===== config.mk =====
export PLATFORM = sky130hd
export DESIGN_NAME = var_cell_flat
export DESIGN_NICKNAME = d
export VERILOG_FILES = /design/src/rtl/var_cell_if.sv /design/src/rtl/var_cell.sv /design/src/flat_wrapper.sv
export SDC_FILE = /design/constraint.sdc
export NUM_CORES = 1
export LEC_CHECK = 0
export CORE_MARGIN = 2
export CORE_UTILIZATION = 25
export DETAILED_ROUTE_END_ITERATION = 6
export HOLD_SLACK_MARGIN = 0.06
export PLACE_DENSITY = 0.53
export SYNTH_ARGS = -nofsm -noshare
export SYNTH_HDL_FRONTEND = slang
export SYNTH_SLANG_ARGS = --single-unit

===== constraint.sdc =====
create_clock -name clk -period 2.25 [get_ports clk]
set_clock_uncertainty 0.1 [all_clocks]
set_input_delay 0.225 -clock clk [delete_from_list [all_inputs] [get_ports clk]]
set_output_delay 0.225 -clock clk [all_outputs]
set_load 0.01 [all_outputs]

===== src/rtl/var_cell_if.sv =====
// Interface bundling the variable cell's column-side and controller-side
// signals. Directions are named from the cell's point of view: the cell
// uses the slave modport, the controller/bench uses the master modport.
interface var_cell_if #(
  parameter int NUM_CLAUSES = 8,
  parameter int LEVEL_W     = 8,
  parameter int IDX_W       = 3
);
  // Column traffic to/from the lit cells
  logic [3*NUM_CLAUSES-1:0] var_value_i;
  logic [2:0]               var_value_o;
  logic                     cmark_o;

  // Decision / implication / backtrack controls
  logic                     decide_i;
  logic [1:0]               decide_val_i;
  logic [LEVEL_W-1:0]       cur_level_i;
  logic                     imp_en_i;
  logic                     bt_i;
  logic [LEVEL_W-1:0]       bt_level_i;

  // State load path (bin swap-in)
  logic                     wr_i;
  logic [2:0]               wr_value_i;
  logic [LEVEL_W-1:0]       wr_level_i;

  // Status back to the controller
  logic [LEVEL_W-1:0]       level_o;
  logic [IDX_W-1:0]         reason_o;
  logic                     implied_o;
  logic                     conflict_o;

  modport slave (
    input  var_value_i, decide_i, decide_val_i, cur_level_i, imp_en_i,
           bt_i, bt_level_i, wr_i, wr_value_i, wr_level_i,
    output var_value_o, cmark_o, level_o, reason_o, implied_o, conflict_o
  );

  modport master (
    output var_value_i, decide_i, decide_val_i, cur_level_i, imp_en_i,
           bt_i, bt_level_i, wr_i, wr_value_i, wr_level_i,
    input  var_value_o, cmark_o, level_o, reason_o, implied_o, conflict_o
  );
endinterface


===== src/rtl/var_cell.sv =====
// Variable cell of a SAT-solver column. Holds one variable's assignment
// (free / decided / implied / conflict), the level at which it was assigned
// and the clause that caused an implication or conflict. Lit cells in the
// column drive suggested values; the cell arbitrates them against decisions,
// backtracks and state loads.
module var_cell #(
  parameter int NUM_CLAUSES = 8,
  parameter int LEVEL_W     = 8,
  parameter int IDX_W       = 3
) (
  input logic       clk,
  input logic       rst,
  var_cell_if.slave bus
);

  typedef enum logic [1:0] {
    ST_FREE     = 2'd0,
    ST_DECIDED  = 2'd1,
    ST_IMPLIED  = 2'd2,
    ST_CONFLICT = 2'd3
  } state_e;

  state_e             state_q, state_d;
  logic [1:0]         val_q, val_d;
  logic [LEVEL_W-1:0] level_q, level_d;
  logic [IDX_W-1:0]   reason_q, reason_d;
  logic               implied_q, implied_d;

  // Per-slice decode of the lit-cell suggestions
  logic [NUM_CLAUSES-1:0] drv10;
  logic [NUM_CLAUSES-1:0] drv01;
  logic [NUM_CLAUSES-1:0] mark11;
  logic [NUM_CLAUSES-1:0] unused_slice_implied;

  generate
    for (genvar gi = 0; gi < NUM_CLAUSES; gi++) begin : g_slice
      assign drv10[gi]  = (bus.var_value_i[3*gi+2 -: 2] == 2'b10);
      assign drv01[gi]  = (bus.var_value_i[3*gi+2 -: 2] == 2'b01);
      assign mark11[gi] = (bus.var_value_i[3*gi+2 -: 2] == 2'b11);
      // The lit cells' implied flag carries no meaning for arbitration here
      assign unused_slice_implied[gi] = bus.var_value_i[3*gi];
    end
  endgenerate

  logic             any10, any01;
  logic [IDX_W-1:0] first10, first01;

  assign any10 = |drv10;
  assign any01 = |drv01;

  // Lowest-index drivers of each polarity (scan high to low so the lowest wins)
  always_comb begin
    first10 = '0;
    first01 = '0;
    for (int k = NUM_CLAUSES - 1; k >= 0; k--) begin
      if (drv10[k]) first10 = IDX_W'(k);
      if (drv01[k]) first01 = IDX_W'(k);
    end
  end

  logic decide_legal;
  assign decide_legal = (bus.decide_val_i == 2'b10) || (bus.decide_val_i == 2'b01);

  // Next-state arbitration: load > backtrack > implication > decision
  always_comb begin
    state_d   = state_q;
    val_d     = val_q;
    level_d   = level_q;
    reason_d  = reason_q;
    implied_d = 1'b0;

    if (bus.wr_i) begin
      level_d  = bus.wr_level_i;
      reason_d = '0;
      val_d    = bus.wr_value_i[2:1];
      case (bus.wr_value_i[2:1])
        2'b00:   state_d = ST_FREE;
        2'b11:   state_d = ST_CONFLICT;
        default: state_d = bus.wr_value_i[0] ? ST_IMPLIED : ST_DECIDED;
      endcase
    end else if (bus.bt_i) begin
      // A backtrack strobe owns the cycle even when it leaves the state alone
      if (state_q != ST_FREE && level_q > bus.bt_level_i) begin
        state_d  = ST_FREE;
        val_d    = 2'b00;
        level_d  = '0;
        reason_d = '0;
      end
    end else begin
      case (state_q)
        ST_FREE: begin
          if (bus.imp_en_i && any10 && any01) begin
            // Blame the first clause that contradicts the lowest-index driver
            state_d  = ST_CONFLICT;
            val_d    = 2'b11;
            level_d  = bus.cur_level_i;
            reason_d = (first10 < first01) ? first01 : first10;
          end else if (bus.imp_en_i && (any10 || any01)) begin
            state_d   = ST_IMPLIED;
            val_d     = any10 ? 2'b10 : 2'b01;
            level_d   = bus.cur_level_i;
            reason_d  = any10 ? first10 : first01;
            implied_d = 1'b1;
          end else if (bus.decide_i && decide_legal) begin
            state_d  = ST_DECIDED;
            val_d    = bus.decide_val_i;
            level_d  = bus.cur_level_i;
            reason_d = '0;
          end
        end
        ST_DECIDED, ST_IMPLIED: begin
          // Only drivers of the opposite polarity matter once assigned
          if (bus.imp_en_i) begin
            if (val_q == 2'b10 && any01) begin
              state_d  = ST_CONFLICT;
              val_d    = 2'b11;
              reason_d = first01;
            end else if (val_q == 2'b01 && any10) begin
              state_d  = ST_CONFLICT;
              val_d    = 2'b11;
              reason_d = first10;
            end
          end
        end
        default: ; // CONFLICT holds until a load or backtrack
      endcase
    end
  end

  // State register with synchronous reset overriding every strobe
  always_ff @(posedge clk) begin
    if (rst) begin
      state_q   <= ST_FREE;
      val_q     <= 2'b00;
      level_q   <= '0;
      reason_q  <= '0;
      implied_q <= 1'b0;
    end else begin
      state_q   <= state_d;
      val_q     <= val_d;
      level_q   <= level_d;
      reason_q  <= reason_d;
      implied_q <= implied_d;
    end
  end

  // Broadcast value is derived from the state so it is always consistent
  always_comb begin
    case (state_q)
      ST_DECIDED:  bus.var_value_o = {val_q, 1'b0};
      ST_IMPLIED:  bus.var_value_o = {val_q, 1'b1};
      ST_CONFLICT: bus.var_value_o = 3'b110;
      default:     bus.var_value_o = 3'b000;
    endcase
  end

  assign bus.level_o    = level_q;
  assign bus.reason_o   = reason_q;
  assign bus.implied_o  = implied_q;
  assign bus.conflict_o = (state_q == ST_CONFLICT);
  assign bus.cmark_o    = |mark11;

endmodule


===== src/flat_wrapper.sv =====
// flat-port wrapper written by rule: the top's interface ports become plain ports
module var_cell_flat 
#(
  parameter int NUM_CLAUSES = 8,
  parameter int LEVEL_W     = 8,
  parameter int IDX_W       = 3
)
  (clk, rst, bus_var_value_i, bus_decide_i, bus_decide_val_i, bus_cur_level_i, bus_imp_en_i, bus_bt_i, bus_bt_level_i, bus_wr_i, bus_wr_value_i, bus_wr_level_i, bus_var_value_o, bus_cmark_o, bus_level_o, bus_reason_o, bus_implied_o, bus_conflict_o);
  var_cell_if #(.NUM_CLAUSES(NUM_CLAUSES), .LEVEL_W(LEVEL_W), .IDX_W(IDX_W)) bus_i ();
  input logic clk;
  input logic rst;
  input wire logic [$bits(bus_i.var_value_i)-1:0] bus_var_value_i;
  input wire logic [$bits(bus_i.decide_i)-1:0] bus_decide_i;
  input wire logic [$bits(bus_i.decide_val_i)-1:0] bus_decide_val_i;
  input wire logic [$bits(bus_i.cur_level_i)-1:0] bus_cur_level_i;
  input wire logic [$bits(bus_i.imp_en_i)-1:0] bus_imp_en_i;
  input wire logic [$bits(bus_i.bt_i)-1:0] bus_bt_i;
  input wire logic [$bits(bus_i.bt_level_i)-1:0] bus_bt_level_i;
  input wire logic [$bits(bus_i.wr_i)-1:0] bus_wr_i;
  input wire logic [$bits(bus_i.wr_value_i)-1:0] bus_wr_value_i;
  input wire logic [$bits(bus_i.wr_level_i)-1:0] bus_wr_level_i;
  output wire logic [$bits(bus_i.var_value_o)-1:0] bus_var_value_o;
  output wire logic [$bits(bus_i.cmark_o)-1:0] bus_cmark_o;
  output wire logic [$bits(bus_i.level_o)-1:0] bus_level_o;
  output wire logic [$bits(bus_i.reason_o)-1:0] bus_reason_o;
  output wire logic [$bits(bus_i.implied_o)-1:0] bus_implied_o;
  output wire logic [$bits(bus_i.conflict_o)-1:0] bus_conflict_o;
  assign bus_i.var_value_i = bus_var_value_i;
  assign bus_i.decide_i = bus_decide_i;
  assign bus_i.decide_val_i = bus_decide_val_i;
  assign bus_i.cur_level_i = bus_cur_level_i;
  assign bus_i.imp_en_i = bus_imp_en_i;
  assign bus_i.bt_i = bus_bt_i;
  assign bus_i.bt_level_i = bus_bt_level_i;
  assign bus_i.wr_i = bus_wr_i;
  assign bus_i.wr_value_i = bus_wr_value_i;
  assign bus_i.wr_level_i = bus_wr_level_i;
  assign bus_var_value_o = bus_i.var_value_o;
  assign bus_cmark_o = bus_i.cmark_o;
  assign bus_level_o = bus_i.level_o;
  assign bus_reason_o = bus_i.reason_o;
  assign bus_implied_o = bus_i.implied_o;
  assign bus_conflict_o = bus_i.conflict_o;
  var_cell #(.NUM_CLAUSES(NUM_CLAUSES), .LEVEL_W(LEVEL_W), .IDX_W(IDX_W)) u_core (.clk(clk), .rst(rst), .bus(bus_i));
endmodule

## Word-level counts from Yosys, hierarchy flattened

Index checks and enable logic that the tools add are counted.

- Bitwise gates (word level): 1
- Reduce and logical (&&, ||, !) cells: 25
- Multiplexer cells: 55
- Equality and inequality tests: 40
- $lt $le $gt $ge: 2

Operators by type and width:

| operator | number |
|---|---|
| 3-bit two-way mux | 26 |
| 8-bit two-way mux | 7 |
| 2-bit equality test, second input constant | 21 |
| 2-bit two-way mux | 16 |
| 8-bit OR reduction | 3 |
| 2-bit by 1-bit equality test with 1-bit output, second input constant | 11 |
| 2-bit case mux with 2 select lines | 3 |
| 5-bit AND reduction | 2 |
| 3-bit case mux with 3 select lines | 1 |
| 8-bit > comparator | 1 |
| 1-bit logical AND | 7 |
| 6-bit by 3-bit inequality test with 1-bit output, second input constant | 1 |
| 3-bit case mux with 2 select lines | 1 |
| 3-bit nonzero test | 2 |
| 5-bit by 2-bit inequality test with 1-bit output, second input constant | 1 |
| 5-bit by 3-bit inequality test with 1-bit output, second input constant | 1 |
| 5-bit nonzero test | 1 |
| 5-bit OR reduction | 1 |
| 2-bit zero test | 2 |
| 4-bit by 2-bit inequality test with 1-bit output, second input constant | 1 |
| 4-bit inequality test, second input constant | 1 |
| 4-bit nonzero test | 1 |
| 2-bit OR reduction | 2 |
| 3-bit less-than comparator | 1 |
| other kinds (8) | 9 |

- Logic and storage cells: 128
- Input port bits: 59
- Output and inout port bits: 17
- Register bits: 16

## Logic depth before layout (Yosys ltp)

- Word-level depth: 14
- Depth in mapped cells: 12
- Gate-level depth less buffers: 12

## Least setup slack after synthesis

Ideal clock, no wire load.

- Path type: input-to-reg
- Start point: input port bus_var_value_i[7]
- End point: register u_core.reason_q[0] (netlist: u_core.bus.reason_o[0])
- Setup slack: 0.062 ns
- Path buffers: 0
- Stages on the path: 11
- Data arrival time: 2.028 ns
- Library setup time: 0.060 ns
- Data required time: 2.090 ns
- Cell sequence: nand2b_1 and4_1 nand2_1 inv_1 ha_1 a21oi_1 o21ai_1 a21oi_1 or4b_1 o311ai_1 a22o_1

- Word-level cells in the longest chain between the ends: 9
- Elaborated cells between the ends (all ways): 29
- Those cells by class: order compare (1); eq/ne (4); mux (15); reduce/logical (9)

RTL lines:

| what | RTL line | source |
|---|---|---|
| start: declaration | flat_wrapper.sv:12 | `input wire logic [$bits(bus_i.var_value_i)-1:0] bus_var_value_i;` |
| 2-bit equality test or 2-bit by 1-bit equality test with 1-bit output (tied branches) | var_cell.sv:37, var_cell.sv:38 |  |
| 3-bit two-way mux (on tied branches) (3 in series) | var_cell.sv:56, var_cell.sv:57 |  |
| 3-bit less-than comparator, or another cell as far along | var_cell.sv:97 | `reason_d = (first10 < first01) ? first01 : first10;` |
| 3-bit two-way mux (on tied branches) | var_cell.sv:97, var_cell.sv:98, var_cell.sv:114 |  |
| 3-bit two-way mux (on tied branches) | var_cell.sv:92, var_cell.sv:113 |  |
| 3-bit case mux with 2 select lines | var_cell.sv:90 | `case (state_q)` |
| 3-bit two-way mux | var_cell.sv:81 | `end else if (bus.bt_i) begin` |
| end signal: assignment | var_cell.sv:142 | `reason_q <= reason_d;` |
| end: declaration | var_cell.sv:26 | `logic [IDX_W-1:0] reason_q, reason_d;` |

Several ways; a longest one is shown, not always the timed one. The select of a mux whose other input is x is not followed.
A chain may end at the register's enable or synchronous reset.

## Worst setup path after layout

- Start point: input port bus_bt_level_i[1]
- End point: register u_core.val_q[0]

- Word-level cells in the longest chain between the ends: 4

RTL lines:

| what | RTL line | source |
|---|---|---|
| start: declaration | flat_wrapper.sv:18 | `input wire logic [$bits(bus_i.bt_level_i)-1:0] bus_bt_level_i;` |
| 8-bit > comparator | var_cell.sv:83 | `if (state_q != ST_FREE && level_q > bus.bt_level_i) begin` |
| 1-bit logical AND | var_cell.sv:83 |  |
| 3-bit by 1-bit inequality test with 1-bit output (no source line) | -- |  |
| 5-bit AND reduction (no source line) | -- |  |
| end signal: assignment | var_cell.sv:140 | `val_q <= val_d;` |
| end: declaration | var_cell.sv:24 | `logic [1:0] val_q, val_d;` |

No other way between the ends.

==> out/summary.txt <==
Hold-fix buffers, CTS: 0
M1 GR Usage: 16.3%
Starting Density: 25.8%
Ys Warns: 0
Gp weighted congestion: 0.812
Post-synth ARST share: 0%
Critical path startpoint category: input pin
# port buffers: 67
CTS Buf Count: 3
# diodes: 0
Cell Chain, Critical Path: clkdlybuf4s50_1 > inv_2 > ha_4 > nor2b_4 > o2111ai_2 > nand4_1 > a31oi_2 > a311oi_4 > mux2i_1 > o21ai_1
Worst VDD drop: 184 uV
Clk sink count: 16
Most frequent cell after synthesis: nand2b_1
Synth Area in Simple Gates: 29.8%
Residual DRC count: 0
Worst-Margin Slew: 391 ps
Gr usage total: 14.9%
Pre-CTS setup slack: -544 ps
Post-Synth Adder-Cell Area: 12.2%
Complex-gate fraction of the synthesized area: 32.9%
Max-slew violations: 0
Crit. End Element: flop
Vias in the first global route: 2042
Worst-skew pair later-pin latency: 260 ps
HP Class: flop to flop
MaxCap Viol Count: 0
Clock root buffer: clkbuf_8
Sequential area share after synthesis: 18.4%
GRT overflow: 0
Largest net degree at the start of global routing: 10
Gr busiest metal: met2
FF+latch count, synth: 16
Setup-violating endpoint count in the final report: 0
Syn_area_per_cell: 8.15 um2
Clock buffer depth: 2
Wire per inst: 14.3 um
Final Hold Viols: 0
Most common library cells after synthesis: 21 x nand2b_1, 17 x ha_1, 17 x nand2_1
Nets: 405
Leak Pwr: 1.40 nW
Cells after Synth: 214
Initial antenna violation count: 0
TritonCTS clock tree: done
WP data required: 2300 ps
Synth area leaders: dfxtp_1 18%, ha_1 12%, nand2b_1 7.5%, a22o_1 4.5%, a21o_1 3.9%
Row cnt: 30
Cell Area, Synth: 1740 um2
Antenna-violating nets left: 0
Total die area: 7660 um2
Worst slew margin: 74.0%
Status: finished, final reports clean
RSZ-0062 raised after global routing: yes
Syn Nets: 290
Reg2reg path depth: 9
WHS Path Cells: 1
Core area: 6760 um2
Largest family of logic cells by synthesized area: compound AO/OA/AOI/OAI gates
Final Cycle Share: 98.1%
# IOs: 76
Die Wd: 87.5 um
Setup CP Type: input pin to flop
Post-synth EDFFs: 0
Yosys top cell area share: 18.4%
Synth unique cells: 53
Max stage delay on crit path: 490 ps
Clock slew at reported path FFs: 70 ps
Mux contribution to synthesized area: 1.15%
Drt pass-1 iters: 4
CP Data Arrival Time: 2260 ps
H-tree levels: 1
Crit-path max FO: 6
Vias: 2060
Yosys top cell by area: dfxtp_1
Peak Freq: 453 MHz
Minimum clock period: 2210 ps
Die Y-Extent: 87.5 um
Global Route met2 Usage: 28.1%
Ys flop type: dfxtp_1
Synth Area in XOR/XNOR: 1.00%
HPWL Detailed: 4780 um
Slowest CP cell: clkdlybuf4s50_1
Final WS setup: 41.8 ps
Area added between synthesis and finish: 79.6%
Vias/cell: 5.05
First-pass GRT wire length: 9050 um
Met3 Usage GRT: 3.13%
Util after Layout: 46.4%
Power Dens Cells: 404 nW/um2
Post-Route WL: 5850 um
Layout cells sized above 1: 31.4%
DRT iter0 DRCs: 53
## power breakdown
| part | internal, mW | switching [mW] |
|---|---|---|
| Clock | 0.156 | 0.116 |
| Combinational | 0.362 | 0.307 |
| Sequential | 0.304 | 0.0192 |
## area by class of cell
type                    count  area (um2)
clock buffers               4        55.1
well taps                  80         100
flip-flops and latches     16         322
fillers                   671        3620
repair buffers            115        1020
multi-input cells         179        1590
inverters                  14        52.6
## repair_timing
item,4_1_cts,5_1_grt
pin swaps,13,7
gates resized for setup,52,10
buffers inserted,2,0
gates cloned,0,0
endpoints found under the setup margin,17,17
hold endpoints to repair,0,0
## stage by stage
step           instances  total power, mW  setup TNS [ps]  hold slack [ps]  area, um2
2_1_floorplan        214            0.619               0              240       1740
3_3_place_gp         402            0.914           -5730              364       2830
3_5_place_dp         402            0.920           -5870              362       2830
4_1_cts              408             1.26               0              379       3100
5_1_grt              408             1.34            -159              409       3130
6_report             408             1.26               0              374       3130
## worst paths after layout
kind	from	to	slack, ps
worst max-delay path	bus_bt_level_i[1]	u_core.val_q[0]$_SDFFE_PP0P_	40
worst min-delay path	u_core.bus.reason_o[2]$_SDFFE_PP0P_	u_core.bus.reason_o[2]$_SDFFE_PP0P_	370
worst max register to register	u_core.bus.level_o[6]$_SDFFE_PP0P_	u_core.val_q[0]$_SDFFE_PP0P_	160
worst min register to register	u_core.bus.reason_o[2]$_SDFFE_PP0P_	u_core.bus.reason_o[2]$_SDFFE_PP0P_	370
## registers in the layout, summed over array words and instances (netlist names)
name,flops
u_core.bus.implied_o,1
u_core.state_q,2
u_core.val_q,2
u_core.bus.level_o,8
u_core.bus.reason_o,3
## per-layer routing
metal | part of all wire (%) | up-vias
li1 | - | 1037
met1 | 43 | 933
met2 | 49 | 79
met3 | 6.6 | 11
met4 | 1.7 | 0
met5 | 0 | -
## cells in the final DEF, fill, tap and decap left out, types with 3 or more instances in the layout
| cell | count |
|---|---|
| clkdlybuf4s50_1 | 51 |
| a22oi_1 | 4 |
| ha_4 | 4 |
| a31oi_1 | 7 |
| o21ai_2 | 4 |
| nand2b_4 | 12 |
| buf_4 | 46 |
| a22o_1 | 9 |
| nand2_1 | 16 |
| inv_1 | 13 |
| ha_1 | 13 |
| nand4_1 | 5 |
| o21ai_1 | 3 |
| nor2_1 | 13 |
| o211ai_1 | 3 |
| nor2b_1 | 7 |
| and4_1 | 3 |
| nand3_1 | 6 |
| a21oi_1 | 4 |
| a21o_1 | 9 |
| dfxtp_1 | 15 |
| nand2b_1 | 10 |
| dlygate4sd2_1 | 14 |
| clkbuf_8 | 4 |
## cells by family (layout without fill, tap and decap cells)
group                      after synthesis  after routing
AOI/OAI and AO/OA                       70             70
xor gates and xnor gates                 2              2
and+or+nand+nor                         88             88
adders and majority gates               17             17
muxes                                    2              2
buffers and inverters                   19            133
DFF                                     16             16
## worst max-delay path, delay by kind of cell
kind                     cells  cell delay, ps
AO/OA/AOI/OAI                4             680
adder cells (fa/ha/maj)      1             260
buffers and inverters        2             540
multiplexers                 1             250
AND/OR/NAND/NOR              2             300
Power figures use the tool's default switching activity.
